===== src/rtl/mips_pkg.sv =====
// Shared constants and the dump-reader state type for the 32x32 register file.
package mips_pkg;

  localparam int REG_AW   = 5;
  localparam int REG_DW   = 32;
  localparam int NUM_REGS = 32;

  typedef enum logic [1:0] {
    IDLE = 2'd0,
    READ = 2'd1,
    SEND = 2'd2,
    FIN  = 2'd3
  } dump_state_t;

  // Index of the final register walked for a given register count.
  function automatic logic [REG_AW-1:0] last_index(input int nregs);
    return REG_AW'(nregs - 1);
  endfunction

endpackage


===== src/rtl/regdump_checksum.sv =====
// XOR accumulator over handshaken dump words; clear has priority over enable.
module regdump_checksum
  import mips_pkg::*;
#(
  parameter int DW = REG_DW
) (
  input  logic          clk,
  input  logic          reset,
  input  logic          clr,
  input  logic          en,
  input  logic [DW-1:0] din,
  output logic [DW-1:0] sum
);

  always_ff @(posedge clk or negedge reset) begin
    if (!reset) begin
      sum <= '0;
    end else if (clr) begin
      sum <= '0;
    end else if (en) begin
      sum <= sum ^ din;
    end
  end

endmodule


===== src/rtl/regfile_dump_reader.sv =====
// Walks RegFile read port A over every register and streams each value out on valid/ready.
// Optional XOR checksum of the dumped words when REGDUMP_CHECKSUM_EN is defined.
//
// state | meaning
// IDLE  | ra parked at 0, waiting for start
// READ  | capture busa/ra into the output registers
// SEND  | word presented, waiting for out_ready
// FIN   | pulse done, drop busy, return to IDLE
module regfile_dump_reader
  import mips_pkg::*;
#(
  parameter int NREGS = NUM_REGS,
  parameter int AW    = REG_AW,
  parameter int DW    = REG_DW
) (
  input  logic          clk,
  input  logic          reset,
  input  logic          start,
  output logic          busy,
  output logic          done,
  output logic [AW-1:0] ra,
  input  logic [DW-1:0] busa,
  output logic          out_valid,
  input  logic          out_ready,
  output logic [DW-1:0] out_data,
  output logic [AW-1:0] out_idx
`ifdef REGDUMP_CHECKSUM_EN
  ,
  output logic [DW-1:0] checksum
`endif
);

  localparam logic [AW-1:0] LAST = AW'(NREGS - 1);

  dump_state_t   state, state_nx;
  logic          busy_nx, done_nx, valid_nx;
  logic [AW-1:0] ra_nx, idx_nx;
  logic [DW-1:0] data_nx;
  logic          accept, hshk;

  // A start seen alongside the done pulse belongs to the finished dump.
  assign accept = (state == IDLE) && start && !done;
  assign hshk   = out_valid && out_ready;

  always_ff @(posedge clk or negedge reset) begin
    if (!reset) begin
      state     <= IDLE;
      busy      <= 1'b0;
      done      <= 1'b0;
      ra        <= '0;
      out_valid <= 1'b0;
      out_data  <= '0;
      out_idx   <= '0;
    end else begin
      state     <= state_nx;
      busy      <= busy_nx;
      done      <= done_nx;
      ra        <= ra_nx;
      out_valid <= valid_nx;
      out_data  <= data_nx;
      out_idx   <= idx_nx;
    end
  end

  always_comb begin
    state_nx = state;
    busy_nx  = busy;
    done_nx  = 1'b0;
    ra_nx    = ra;
    valid_nx = out_valid;
    data_nx  = out_data;
    idx_nx   = out_idx;
    case (state)
      IDLE: begin
        ra_nx = '0;
        if (accept) begin
          busy_nx  = 1'b1;
          state_nx = READ;
        end
      end
      READ: begin
        data_nx  = busa;
        idx_nx   = ra;
        valid_nx = 1'b1;
        state_nx = SEND;
      end
      SEND: begin
        if (hshk) begin
          valid_nx = 1'b0;
          if (ra == LAST) begin
            state_nx = FIN;
          end else begin
            ra_nx    = ra + 1'b1;
            state_nx = READ;
          end
        end
      end
      FIN: begin
        done_nx  = 1'b1;
        busy_nx  = 1'b0;
        ra_nx    = '0;
        state_nx = IDLE;
      end
      default: begin
        state_nx = IDLE;
      end
    endcase
  end

`ifdef REGDUMP_CHECKSUM_EN
  regdump_checksum #(
    .DW(DW)
  ) u_checksum (
    .clk  (clk),
    .reset(reset),
    .clr  (accept),
    .en   (hshk),
    .din  (out_data),
    .sum  (checksum)
  );
`endif

endmodule


===== config.mk =====
export PLATFORM = sky130hd
export DESIGN_NAME = regfile_dump_reader
export DESIGN_NICKNAME = d
export VERILOG_FILES = /design/src/rtl/mips_pkg.sv /design/src/rtl/regdump_checksum.sv /design/src/rtl/regfile_dump_reader.sv
export SDC_FILE = /design/constraint.sdc
export NUM_CORES = 1
export LEC_CHECK = 0
export CORE_MARGIN = 10
export CORE_UTILIZATION = 46
export DETAILED_ROUTE_END_ITERATION = 8
export PLACE_DENSITY = 0.85
export SKIP_CTS_REPAIR_TIMING = 1
export SLEW_MARGIN = 25
export SYNTH_ARGS = -nofsm -noshare
export SYNTH_HDL_FRONTEND = slang
export SYNTH_SLANG_ARGS = --single-unit

===== constraint.sdc =====
create_clock -name clk -period 3.1 [get_ports clk]
set_input_delay 0.465 -clock clk [delete_from_list [all_inputs] [get_ports clk]]
set_output_delay 0.465 -clock clk [all_outputs]
set_load 0.02 [all_outputs]

==> results.cfg, run 1 <==
[status]
status = completed

[synthesis]
ys_top_cells_by_count = dfrtp_1, mux2_1, mux2_2
synthArstFlopShare_pct = 100
synthTopCellsByArea = dfrtp_1, mux2_1, mux2_2
syn-num-nets = 179
synth_area_um2 = 2000
syn_inst = 136
yosysSeqAreaShare_pct = 58.9
syn_avg_cell_area_um2 = 14.7
synth_top_cell_area_share_pct = 58.9
synth.distinct_cells = 26
synth_enable_flop_cells = 0
yosysMostFrequentCell = dfrtp_1
ys.flop_type = dfrtp_1
yosys.area.top_type = dfrtp_1
synth_warnings = 0
ys_ff_latch = 47

[global_route]
grt_antenna_before_repair = 0
grt_pass1_vias = 1692
grt_pass1_wl_mm = 8.42
overflow = 0
track_usage_pct = 14.5
grt_max_degree = 48

[floorplanning]
num_rows = 23
die_width_um = 85.9
core_area_um2 = 4090
pin_count = 81
start_util_pct = 48.8
dieArea_um2 = 7370
die_h_um = 85.9

[drt]
drc_errors = 0
maxUsedRoutingLayer = met4
drt-total-wl_mm = 5.06
dr_wl_met3_um = 638
route.detailed.wl_per_inst_um = 18.7
viasPerCell = 5.16
first_iter_violations = 60
vias = 1394
wl_met1_mm = 1.76
dr.pass1.iters = 4
wl_met2_mm = 2.56
antenna_left = 0

[worst_setup_path]
crit_path_end_kind = flip-flop
cp_slowest_cell = dfrtp_1
path_buf_inv = 0
crit_path_frequent_cell = ha_1
cp_data_required_time_ns = 3.29
arrival_ns = 2.11
r2r_cells = 6
crit_path_max_incr_delay_ns = 0.44
critical_path.max_fanout = 6
cp_top_family = flip-flops
criticalPathCategory = flip-flop to flip-flop
cp-start-kind = flip-flop
crit_path_cell_trace = ha_1 -> and3_1 -> ha_1 -> nand3b_4 -> a21oi_4 -> mux2_1
crit_cells = 6

[pwr]
p_sw_w = 0.00124
power.share.clock_pct = 12.2
p_sw_share_pct = 38.9
p_int_w = 0.00195
p_seq_share_pct = 33.7
pwr_density_cell_nw_per_um2 = 1090
ir_drop_uv = 668
p_comb_share_pct = 54.1
p_total_w = 0.00319
p_leak_nw = 1.29

[placed_design]
dp_slack_ns = 1.19
dpl_cell_area_um2 = 2840
dp_hpwl_mm = 3.98
routabilityCongestion = 0.705
port-buffer-count = 80

[hold_path]
hold_class = input port to asynchronous set/reset pin

[cells_and_area]
regArea_um2 = 1180
layout-drive-gt1-share_pct = 12.7
n_antenna_cell = 0
fin_nets = 262
post-route-cell-area_um2 = 2930
multiInputGateArea_um2 = 763
synthToLayoutAreaGrowth_pct = 47.0
fillers = 285

[clock_tree]
cts_max_path_buffers = 2
cts_root_buf = clkbuf_8
cts_sinks = 47
clock_latency_ns = 0.30
htree_levels = 2
cts_tree = done
clkTransAtPathRegs_ns = 0.09
numCtsBuffers = 5

[sta]
rsz0062_at_grt = false
worst_slew_pin_slew_ns = 0.580
hold_violations = 0
final.setup.tns_ns = 0
timing.final.ws_setup_ns = 1.18
period_share_pct = 61.9
setup_viol_count_final = 0
min_period_ns = 1.92
slew-limit-headroom_pct = 61.3
max_clock_freq_mhz = 521
slew_viol_final = 0
finClkSkew_ns = 0.0140

[run]
max_cap_violations = 0
[metal layers]
| layer | vias up | GRT usage [%] |
|---|---|---|
| met2 | 53 | 24.6 |
| met1 | 693 | 13.6 |
| met4 | 0 | 5.24 |
| li1 | 640 | - |
| met3 | 8 | 9.56 |
| met5 | - | 0 |
[power groups by stage]
stage                     sequential (W)  combinational (W)  clock (W)
after CTS                        0.00108            0.00175   0.000397
after global routing             0.00112            0.00184   0.000427
after floorplan                  0.00140           0.000641          0
after detailed placement         0.00109            0.00175          0
after global placement           0.00106            0.00168          0
final                            0.00108            0.00172   0.000389
[placed cells by master, fill, tap and decap left out, drive strengths merged]
cell type,instances
nand3b,1
clkbuf,7
a21o,1
a211oi,1
dfrtp,47
a21oi,2
nand3,1
buf,3
clkdlybuf4s50,79
a221oi,1
and3,2
o22ai,2
nand2b,2
and2,1
inv,6
nand2,6
clkinv,1
ha,7
mux2,38
a22o,1
a211o,2
o2bb2ai,1
nor2,2
a2111oi,2
mux2i,3
nor2b,1
[path summary, 6_finish.rpt]
kind                                               from                  endpoint  slack [ns]
worst min-delay path                              reset  out_data[14]$_DFFE_PN0P_        0.15
worst min register to register  out_data[5]$_DFFE_PN0P_   out_data[5]$_DFFE_PN0P_        0.49
min in group clk                out_data[5]$_DFFE_PN0P_   out_data[5]$_DFFE_PN0P_        0.49
worst max-delay path                  ra[0]$_DFFE_PN0P_         ra[0]$_DFFE_PN0P_        1.18
max in group asynchronous                         reset            done$_DFF_PN0_        2.54
worst max register to register        ra[0]$_DFFE_PN0P_         ra[0]$_DFFE_PN0P_        1.18
[stage by stage]
| step | hold WS (ns) | utilization [%] | cells |
|---|---|---|---|
| 6_report | 0.155 | 71.8 | 270 |
| 5_1_grt | 0.200 | 71.8 | 270 |
| 4_1_cts | 0.371 | 71.7 | 270 |
| 3_5_place_dp | 0.478 | 69.4 | 262 |
| 3_3_place_gp | 0.467 | 69.4 | 262 |
| 2_1_floorplan | 0.169 | - | 136 |
[cell type report]
type                       instances  area share [%]
clock buffer                       7            2.94
clock inverter                     1           0.299
inverter                           6           0.768
timing repair buffer              82            27.7
multi-input combinational         77            26.0
sequential                        47            40.1
tap                               50            2.13
[worst register-to-register path: stages, from the launching register on]
cell and delay, ns:
dfrtp_1 0.44, ha_1 0.25, and3_1 0.19, ha_1 0.18, nand3b_4 0.19, a21oi_4 0.21
mux2_1 0.34
[registers in the layout (all words and copies together), names as in the netlist]
name and flops:
out_valid 1, done 1, ra 5, busy 1, state 2, out_data 32
out_idx 5
[logic make-up after synthesis]
group                    after synthesis  share of synthesized area [%]
adder cells (fa/ha/maj)                7                           4.39
buffers and inverters                 12                           2.95
multiplexers                          41                           22.9
AND/OR/NAND/NOR                       16                           4.64
AO/OA/AOI/OAI                         13                           6.14
flip-flops                            47                           58.9
No activity file was read; power rests on OpenSTA's default activity.
==> run 2, diff against run 1 <==
CORE_UTILIZATION = 43   (was 46)
PLACE_DENSITY = 0.8   (was 0.85)
clock period = 1.95 ns   (was 3.1 ns; I/O delays follow)
==> results.cfg, run 2 (synthesis results as in run 1) <==
[worst_setup_path]
startpoint = ra[0]$_DFFE_PN0P_
crit_path_end_kind = flip-flop
cp_data_required_time_ns = 2.13
critical_path.max_fanout = 4
regToRegStartpoint = ra[0]$_DFFE_PN0P_
criticalPathCategory = flip-flop to flip-flop
rrSetupSlack_ns = 0.08
arrival_ns = 2.05
cp-start-kind = flip-flop
r2r-end = ra[0]$_DFFE_PN0P_
r2r_cells = 6
cp-endpoint = ra[0]$_DFFE_PN0P_

[floorplanning]
die_h_um = 88.1
num_rows = 24
pin_count = 81
start_util_pct = 45.2
dieArea_um2 = 7770
die_width_um = 88.1
core_area_um2 = 4410

[run]
max_cap_violations = 0

[global_route]
grt_antenna_before_repair = 0
overflow = 0
track_usage_pct = 12.5
grt_max_degree = 40
grt_pass1_vias = 1545
grt_pass1_wl_mm = 7.71

[cells_and_area]
instances_no_fill = 276
layout-drive-gt1-share_pct = 14.7
final_cell_mix = clkdlybuf4s50_1, dfrtp_1, mux2_1, mux2_2
largest_reg_flops = 32
fin_nets = 266
final_common_cell = clkdlybuf4s50_1
largestRegisters = out_data: 32 flops, out_idx: 5 flops, ra: 5 flops
regMostFlops = out_data
synthToLayoutAreaGrowth_pct = 49.8
n_antenna_cell = 0

[clock_tree]
cts_root_buf = clkbuf_8
htree_levels = 2
numCtsBuffers = 5
cts_sinks = 47
clock_latency_ns = 0.29
cts_tree = done
cts_max_path_buffers = 2
clkTransAtPathRegs_ns = 0.09

[pwr]
ir_drop_uv = 1120
pwr_density_cell_nw_per_um2 = 1730
p_leak_nw = 1.32

[hold_path]
hold_class = input port to asynchronous set/reset pin

[sta]
max_clock_freq_mhz = 536
final.setup.tns_ns = 0
setup_viol_count_final = 0
period_share_pct = 95.7
slew-limit-headroom_pct = 43.0
min_period_ns = 1.87
worst_slew_pin_slew_ns = 0.855
rsz0062_at_grt = false
hold_violations = 0
finClkSkew_ns = 0.00899
slew_viol_final = 0

[drt]
first_iter_violations = 43
drt-total-wl_mm = 4.84
antenna_left = 0
route.detailed.wl_per_inst_um = 17.5
viasPerCell = 5.09
vias = 1406
dr.pass1.iters = 4
drc_errors = 0

[placed_design]
routabilityCongestion = 0.792
dp_hpwl_mm = 3.81
dp_cells = 268
port-buffer-count = 80

[status]
status = completed
[run 2: final cells by class]
cell class | count | area, µm²
Clock buffer | 6 | 82.6
Clock inverter | 2 | 38.8
Fill cell | 320 | 1430
Inverter | 6 | 22.5
Multi-Input combinational cell | 77 | 763
Sequential cell | 47 | 1180
Tap cell | 52 | 65.1
Timing Repair Buffer | 86 | 841
[run 2: stage by stage]
step	power (W)	hold WS [ns]	worst slack (ns)	util (%)	area, µm²
3_3_place_gp	0.00436	0.428	0.173	65.0	2870
6_report	0.00518	0.106	0.0847	67.7	2990
4_1_cts	0.00527	0.120	0.0783	67.7	2990
5_1_grt	0.00551	0.151	0.0109	67.7	2990
2_1_floorplan	0.00324	-0.00309	0.0447	-	2000
3_5_place_dp	0.00450	0.450	0.0937	65.0	2870
[run 2: power breakdown]
group	switching, W	internal, W
registers	0.000257	0.00143
logic	0.00137	0.00139
clock network	0.000314	0.000422
total	0.00194	0.00324
[run 2: worst max-delay path, stage by stage (launching register included)]
cell      delay [ns]
dfrtp_1         0.39
ha_1            0.24
and3_1          0.19
ha_1            0.19
nand3b_4        0.20
a21oi_4         0.21
mux2_1          0.33
[run 2: worst min-delay path by stage]
stage                     depth (start not counted)  slack, ns  startpoint                       end
final                                             1       0.11       reset  out_data[20]$_DFFE_PN0P_
after global routing                              1       0.15       reset  out_data[20]$_DFFE_PN0P_
after CTS                                         1       0.12       reset         ra[4]$_DFFE_PN0P_
after detailed placement                          1       0.45       reset  out_data[23]$_DFFE_PN0P_
after global placement                            1       0.43       reset  out_data[23]$_DFFE_PN0P_
after floorplan                                   0     -0.003       reset          busy$_DFFE_PN0P_
[run 2: routing by layer]
layer | part of all wire, % | GRT usage [%] | vias up | wire (µm)
met1 | 35 | 13.0 | 710 | 1680
met4 | 0.48 | 3.00 | 0 | 23
met5 | 0 | 0 | - | 0
li1 | - | - | 648 | -
met3 | 11 | 7.24 | 2 | 535
met2 | 54 | 21.4 | 46 | 2600
==> edit (config.mk and constraints of run 2) <==
The 4 states of `dump_state_t` get a one-hot encoding in 4 bits.
--- a/src/rtl/mips_pkg.sv
+++ b/src/rtl/mips_pkg.sv
@@ -7,7 +7,7 @@
 
-  typedef enum logic [1:0] {
-    IDLE = 2'd0,
-    READ = 2'd1,
-    SEND = 2'd2,
-    FIN  = 2'd3
+  typedef enum logic [3:0] {
+    IDLE = 4'b0001,
+    READ = 4'b0010,
+    SEND = 4'b0100,
+    FIN  = 4'b1000
   } dump_state_t;
Formal check against the unedited RTL: same outputs for any inputs over 10 cycles, from zero or initial values and one cycle with reset low; not proved beyond that.
==> edit against run 2 <==
Worst setup slack better by 65 ps; global-route usage grew 0.64 points; power down 15%; area after synthesis up 2.6%; final area up 2.0%; non-clock buffer count is 2 higher; fmax increased by 3.6%; count of clock-buffer cells in the layout is 1 higher; clock power grew 2%; wire length up 1.5%; via count up 0.64%; sequential cell count increased by 2; combinational power fell by 26%; critical path type unchanged; largest cell class unchanged; largest power group unchanged; highest routed layer unchanged.
==> edit: results (changes against run 2) <==
[clocking]
cts_buffers=5  ; unchanged
htree_num_levels=2  ; unchanged
clk_latency_ps=300

[logic_synthesis]
synth_cells=135  ; was 136
syn-num-nets=173  ; was 179
ys_types=31  ; was 26
seq_area_frac_synth_pct=59.9  ; was 58.9%
synth_commonest_cells=dfrtp_1 (48), mux2_2 (35), nor2_1 (9), nand2_1 (5), buf_6 (4)  ; was dfrtp_1 (47), mux2_1 (25), mux2_2 (13), ha_1 (7)
yosys_warnings=0  ; unchanged
synth_top_cells_by_area=dfrtp_1 (59%), mux2_2 (19%), buf_6 (2.2%)  ; was dfrtp_1 (59%), mux2_1 (14%), mux2_2 (7.3%)

[finish]
top_regs=out_data: 32 flops, out_idx: 5 flops, ra: 5 flops  ; unchanged
nFillCells=368  ; was 320
num-nets-final=262  ; was 266
clk_share_pct=3.82  ; was 4.06%
drive_above_1_share_pct=26.2  ; was 14.7%
multiInputGateArea_sq_um=754  ; was 763 sq um
nMultiInputCombCells=80  ; was 77
final_cells=279  ; was 276
multi_input_area_share_pct=24.7  ; was 25.5%
seq_share_pct=40.3  ; was 39.3%
nonClkBufAreaFrac_pct=29.0  ; was 28.1%
buffers=88  ; was 86
numSequentialCells=49  ; was 47
clockBufferCount=7  ; was 6
inv_count=0  ; was 6

[route]
route.met3.wl_microns=687  ; was 535 microns
drtIter0Drc=26  ; was 43
wl_met1_mm=1.77  ; was 1.68 mm
vias_per_cell=5.07  ; was 5.09
wl_mm=4.91  ; was 4.84 mm
dr_wl_met2_mm=2.39  ; was 2.60 mm

[timing]
fin_setup_tns_ps=0  ; unchanged
slew_headroom_pct=69.0  ; was 43.0%
skew_ps=6.66  ; was 8.99 ps

[place]
placed_area_sq_um=2920  ; was 2870 sq um
dp_cells=270  ; was 268
place.gp.congestion=0.734  ; was 0.792
dp_hpwl_mm=3.81  ; about the same
dpl_worst_slack_ps=125  ; was 93.7 ps

[global_routing]
gr-usage-met2_pct=21.0  ; was 21.4%
grt_max_degree=32  ; was 40
first_global_vias=1615  ; was 1545
antenna_found_initial=0  ; unchanged
grt_util_met1_pct=13.5  ; was 13.0%
grt_pass1_wl_mm=8.04  ; was 7.71 mm
grt.total_usage_pct=13.2  ; was 12.5%
use_met3_pct=9.39  ; was 7.24%

[setup_path]
cpMaxStageDelayCell=dfrtp_1  ; unchanged
cp_top_family=simple AND/OR/NAND/NOR gates  ; was adder cells
worstPathMaxFanout=5  ; was 4
slowest_delay_ps=430  ; was 390 ps
crit_arrival_ps=1990  ; was 2050 ps

[run_status]
status=finished clean  ; unchanged

[pwr]
p_sw_uw=1490  ; was 1940 uW
p_seq_uw=1620  ; was 1690 uW
peakVddDrop_v=0.000846  ; was 0.00112 V
powerDensity_nw_per_um2=1440  ; was 1730 nW/um^2
p_leak_uw=0.00131  ; was 0.00132 uW
pg_comb_uw=2030  ; was 2750 uW

[floorplanning]
dieArea_sq_um=7920  ; was 7770 sq um

[edit: cell count changes after synthesis, sizes merged, moves of 3 or more]
cell          run 2  this run
xnor2             0         3
nor2              2        10
ha                7         2
inv               6         0
[edit: cells by family (layout without fill, tap and decap cells)]
logic type,Yosys count,in the layout,synth area share (%)
and+or+nand+nor,28,28,9.84
muxes,39,39,21.6
DFF,49,49,59.9
xor gates and xnor gates,3,3,1.28
adders and majority gates,2,2,1.22
AOI/OAI and AO/OA,8,8,2.93
buffers and inverters,6,96,3.24
[edit: worst paths after layout]
check,from,to,slack [ps],depth (start not counted)
setup / recovery,ra[1],ra[0],150,6
hold / removal,reset,out_data[9],490,2
setup reg to reg,ra[1],ra[0],150,6
hold reg to reg,out_data[12],out_data[12],490,1
max in group asynchronous,reset,state[0],860,3
min in group clk,out_data[12],out_data[12],490,1
